--- config.mk ---
export PLATFORM = sky130hd
export DESIGN_NAME = axi_lite2apb_bridge
export DESIGN_NICKNAME = d
export VERILOG_FILES = /design/src/rtl/axi_lite2apb_bridge.sv
export SDC_FILE = /design/constraint.sdc
export NUM_CORES = 1
export LEC_CHECK = 0
export CORE_ASPECT_RATIO = 0.5
export CORE_MARGIN = 2
export CORE_UTILIZATION = 39
export DETAILED_ROUTE_END_ITERATION = 10
export HOLD_SLACK_MARGIN = 0.1
export PLACE_DENSITY_LB_ADDON = 0.2
export SLEW_MARGIN = 15
export SYNTH_ARGS = -nofsm -noshare
export SYNTH_HDL_FRONTEND = slang
export SYNTH_SLANG_ARGS = --single-unit
--- constraint.sdc ---
create_clock -name PCLK_i -period 2.3 [get_ports PCLK_i]
set_input_delay 0.46 -clock PCLK_i [delete_from_list [all_inputs] [get_ports PCLK_i]]
set_output_delay 0.46 -clock PCLK_i [all_outputs]
set_load 0.02 [all_outputs]
--- src/rtl/axi_lite2apb_bridge.sv ---
// AXI4-Lite slave to APB4 master bridge: one transaction at a time, round-robin
// between reads and writes, optional PREADY timeout that answers with SLVERR.
module axi_lite2apb_bridge #(
    parameter int ADDR_W  = 12,
    parameter int DATA_W  = 32,
    parameter int TIMEOUT = 0
) (
    input  logic                PCLK_i,
    input  logic                PRESETn_i,
    input  logic                AWVALID_i,
    output logic                AWREADY_o,
    input  logic [ADDR_W-1:0]   AWADDR_i,
    input  logic [2:0]          AWPROT_i,
    input  logic                WVALID_i,
    output logic                WREADY_o,
    input  logic [DATA_W-1:0]   WDATA_i,
    input  logic [DATA_W/8-1:0] WSTRB_i,
    output logic                BVALID_o,
    input  logic                BREADY_i,
    output logic [1:0]          BRESP_o,
    input  logic                ARVALID_i,
    output logic                ARREADY_o,
    input  logic [ADDR_W-1:0]   ARADDR_i,
    input  logic [2:0]          ARPROT_i,
    output logic                RVALID_o,
    input  logic                RREADY_i,
    output logic [DATA_W-1:0]   RDATA_o,
    output logic [1:0]          RRESP_o,
    output logic                PSEL_o,
    output logic                PENABLE_o,
    output logic                PWRITE_o,
    output logic [ADDR_W-1:0]   PADDR_o,
    output logic [DATA_W-1:0]   PWDATA_o,
    output logic [DATA_W/8-1:0] PSTRB_o,
    output logic [2:0]          PPROT_o,
    input  logic [DATA_W-1:0]   PRDATA_i,
    input  logic                PREADY_i,
    input  logic                PSLVERR_i
);
    localparam int STRB_W = DATA_W / 8;
    localparam int CNT_W  = (TIMEOUT > 1) ? $clog2(TIMEOUT + 1) : 1;

    typedef enum logic [1:0] {IDLE, SETUP, ACCESS, RESP} state_e;

    state_e              state_q, state_d;
    logic                last_wr_q, is_wr_q, err_q;
    logic [ADDR_W-1:0]   addr_q;
    logic [DATA_W-1:0]   wdata_q, rdata_q;
    logic [STRB_W-1:0]   strb_q;
    logic [2:0]          prot_q;
    logic [CNT_W-1:0]    cnt_q;
    logic                wr_elig, rd_elig, acc_wr, acc_rd, timeout;

    // Write wins a tie unless it was the last one served.
    assign wr_elig = AWVALID_i & WVALID_i;
    assign rd_elig = ARVALID_i;
    assign acc_wr  = (state_q == IDLE) & wr_elig & (~rd_elig | ~last_wr_q);
    assign acc_rd  = (state_q == IDLE) & rd_elig & ~acc_wr;
    assign timeout = (TIMEOUT > 0) && !PREADY_i && (cnt_q == CNT_W'(TIMEOUT - 1));

    always_ff @(posedge PCLK_i or negedge PRESETn_i) begin
        if (!PRESETn_i) state_q <= IDLE;
        else            state_q <= state_d;
    end

    always_comb begin
        state_d = state_q;
        case (state_q)
            IDLE:    if (acc_wr || acc_rd) state_d = SETUP;
            SETUP:   state_d = ACCESS;
            ACCESS:  if (PREADY_i || timeout) state_d = RESP;
            RESP:    if (is_wr_q ? BREADY_i : RREADY_i) state_d = IDLE;
            default: state_d = IDLE;
        endcase
    end

    always_comb begin
        AWREADY_o = acc_wr;
        WREADY_o  = acc_wr;
        ARREADY_o = acc_rd;
        PSEL_o    = (state_q == SETUP) || (state_q == ACCESS);
        PENABLE_o = (state_q == ACCESS);
        BVALID_o  = (state_q == RESP) && is_wr_q;
        RVALID_o  = (state_q == RESP) && !is_wr_q;
    end

    always_ff @(posedge PCLK_i or negedge PRESETn_i) begin
        if (!PRESETn_i) begin
            last_wr_q <= 1'b0;
            is_wr_q   <= 1'b0;
            err_q     <= 1'b0;
            addr_q    <= '0;
            wdata_q   <= '0;
            strb_q    <= '0;
            prot_q    <= '0;
            rdata_q   <= '0;
            cnt_q     <= '0;
        end else begin
            if (acc_wr) begin
                last_wr_q <= 1'b1;
                is_wr_q   <= 1'b1;
                addr_q    <= AWADDR_i;
                wdata_q   <= WDATA_i;
                strb_q    <= WSTRB_i;
                prot_q    <= AWPROT_i;
            end else if (acc_rd) begin
                last_wr_q <= 1'b0;
                is_wr_q   <= 1'b0;
                addr_q    <= ARADDR_i;
                prot_q    <= ARPROT_i;
            end
            if (state_q == SETUP) cnt_q <= '0;
            if (state_q == ACCESS) begin
                if (PREADY_i) begin
                    err_q <= PSLVERR_i;
                    if (!is_wr_q) rdata_q <= PRDATA_i;
                end else if (timeout) begin
                    err_q <= 1'b1;
                    if (!is_wr_q) rdata_q <= '0;
                end else begin
                    cnt_q <= cnt_q + 1'b1;
                end
            end
        end
    end

    // Write strobes are meaningless on reads, so they are forced low there.
    assign PWRITE_o = is_wr_q;
    assign PADDR_o  = addr_q;
    assign PWDATA_o = wdata_q;
    assign PSTRB_o  = is_wr_q ? strb_q : '0;
    assign PPROT_o  = prot_q;
    assign RDATA_o  = rdata_q;
    assign BRESP_o  = {err_q, 1'b0};
    assign RRESP_o  = {err_q, 1'b0};
endmodule
==> reports/qor.txt <==
Initial DRC Count = 54
Routed WL = 8.721 mm
Critical setup path kind = reg -> out
Num CTS Buffers = 9
Power Total = 8.756 mW
Fin crit period = 2.182 ns
Area of the mapped netlist = 0.003715 sq mm
Initial DRT Pass Iterations = 4
Peak VDD IR = 0.5907 mV
Leakage = 2.589 nW
Pre-CTS setup slack = -0.1380 ns
# diodes = 0
Worst Path Arrival = 1.72 ns
Internal power = 5.821 mW
Via Count = 2,615
Reg2Reg Launch Point = state_q[0]
CTS Sinks = 87
IO Count = 202
Worst clock skew = 0.005222 ns
Vias per cell = 4.661
Die X = 142.0 microns
Critical path origin = state_q[0]
Top cells by area, synth = dfrtp_1 (59%), mux2_2 (23%), mux2_4 (8.1%)
Syn. warnings = 0
Layout cell share with drive strength beyond 1 = 28.64%
FF+latch area = 0.002177 sq mm
Nature of the critical path endpoint = output port
Yosys cell types = 27
Finished Core Util = 65.31%
Fin. max-slew vios = 0
Global Route Usage Sum = 17.08%
Die outline height = 73.01 microns
Port bufs = 199
Largest net degree at the start of global routing = 52
Final setup fails = 0
Dpl hpwl = 6.717 mm
Clock group share of total power = 17.9%
DRC viols = 0
CP required = 1.84 ns
Row cnt = 25
First-pass GRT wire length = 13.71 mm
Synth area leader = dfrtp_1
Multi-input gate area = 0.001374 sq mm
Hold buffers post-CTS = 0
WL per Instance = 15.55 microns
Synth Area per Inst = 16.01 sq um
P_sw = 2.935 mW
Part of the power in registers = 31.1%
Vias in the first global route = 2,703
Fin crit share = 94.89%
CTS tree = done
Hold violation total from the final report = 0
Grt total ovfl = 0
Combinational power share = 51.0%
P per Cell Area = 1433 mW/mm^2
Sw Share = 33.52%
Min setup slack post-route = 0.1176 ns
Antenna Nets Post-Route = 0
RSZ-0062 raised after global routing = yes
Synth top area share = 58.61%
Rel. slew slack = 56.45%
FILL cells = 679
Synth Register Bits = 87
Max FO, Critical Path = 5
Placed cell area = 0.005786 sq mm
Clk slew on worst S/H paths = 0.06 ns
MaxCap Viol Count = 0
Setup_tns = 0 ns
RePlAce Congestion = 0.8675
Starting density of the core = 39.72%
Final instance area = 0.006108 sq mm
Hold WC Path Type = in -> async
Die ar. = 0.01037 sq mm
Nets@finish = 545
P&R area growth vs syn = 64.43%
H-tree depth = 3
Core area = 0.009353 sq mm
Crit path launch type = register
Antenna violations before repair = 0
Worst Tran Pin Value = 0.6533 ns
Register area share after synthesis = 58.61%
Outcome = finished, final reports clean
Fmax = 458.2 MHz
Clk Latency, worst-skew pair = 0.33 ns
Root Driver = clkbuf_16
Cells after synthesis = 232
CTS Buffer Depth = 2
through the flow:
| stage | hold WS [ns] | std cells |
|---|---|---|
| finish | 0.1555 | 561 |
| global route | 0.2009 | 561 |
| CTS | 0.1758 | 561 |
| detailed placement | 0.4813 | 545 |
| global placement | 0.4759 | 545 |
| floorplan | 0.1644 | 233 |
cell usage after synthesis:
library cell and n:
dfrtp_1 87, buf_2 4, a21oi_1 1, nand2_1 3, a221o_1 1, mux2i_1 1, nor2b_1 3, buf_6 2
nand3_1 1, a211oi_1 1, and2_1 5, a21o_1 1, ha_1 3, buf_4 7, buf_12 2, conb_1 1
inv_1 2, inv_4 1, buf_8 1, mux2_4 20, nor2_1 1, clkbuf_1 1, or2_1 1, o21ai_0 1
nand2_2 1, mux2_2 77, mux2_1 3
power by group through the flow:
| stage | logic (mW) | clock network, mW | registers, mW |
|---|---|---|---|
| after floorplan | 1.57 | 0 | 3.60 |
| after global placement | 4.42 | 0 | 2.70 |
| after detailed placement | 4.52 | 0 | 2.75 |
| after CTS | 4.52 | 1.62 | 2.73 |
| after global routing | 4.70 | 1.70 | 2.83 |
| final | 4.46 | 1.57 | 2.72 |
what timing repair did:
item / CTS / global route
setup buffers: 0 / 0
cloned: 0 / 0
resized for setup: 3 / 2
endpoints found under the setup margin: 3 / 3
critical path, cell delays in order (launching register included):
cell and delay [ns]:
dfrtp_1 0.38, inv_1 0.10, ha_1 0.18, nand3_1 0.09, a21o_1 0.21, inv_4 0.09
dlygate4sd2_1 0.34
final timing paths:
kind	end	slack, ns	depth (start not counted)
min in group PCLK_i	RDATA_o[6]	0.49	1
worst min-delay path	PADDR_o[2]	0.16	1
worst max register to register	PWDATA_o[15]	0.33	7
worst max-delay path	WREADY_o	0.12	6
worst min register to register	RDATA_o[6]	0.49	1
max in group asynchronous	RDATA_o[4]	1.50	2
state kept, by name (all words and copies together), names as in the netlist:
signal and count:
err_q 1, PWDATA_o 32, state_q 2, RDATA_o 32
strb_q 4, PWRITE_o 1, PADDR_o 12, PPROT_o 3
kinds of logic (layout without fill, tap and decap cells):
logic type,after synthesis,count (layout),share of synthesized area (%)
compound gates,5,5,0.9430
fa+ha+maj,3,3,1.011
buf+inv,20,227,4.513
flops,87,87,58.61
mux,101,101,32.60
other cells,1,2,0.1009
simple gates,15,15,2.223
metal layers:
layer | GRT usage (%) | routed length [microns]
met5 | 0 | 0
met4 | 4.444 | 96
met3 | 5.709 | 547
met2 | 30.43 | 4531
met1 | 20.18 | 3546
layout by cell type (no fill, tap or decap), drive strengths merged, types with 2 or more instances in the layout:
master,count
dlygate4sd2,2
clkbuf,11
dfrtp,87
bufinv,2
mux2,100
nand2,4
clkinvlp,3
and2,5
conb,2
buf,10
inv,4
clkdlybuf4s50,195
ha,3
nor2b,3
layout make-up:
type / instances / share of cell area [%]
multi-input cells: 126 / 22.49
clock buffers: 10 / 3.912
flip-flops and latches: 87 / 35.64
repair buffers: 208 / 33.76
clock inverters: 6 / 1.495
inverters: 3 / 0.2253
well taps: 121 / 2.478
Note: power is estimated with default switching activity, not from simulation.
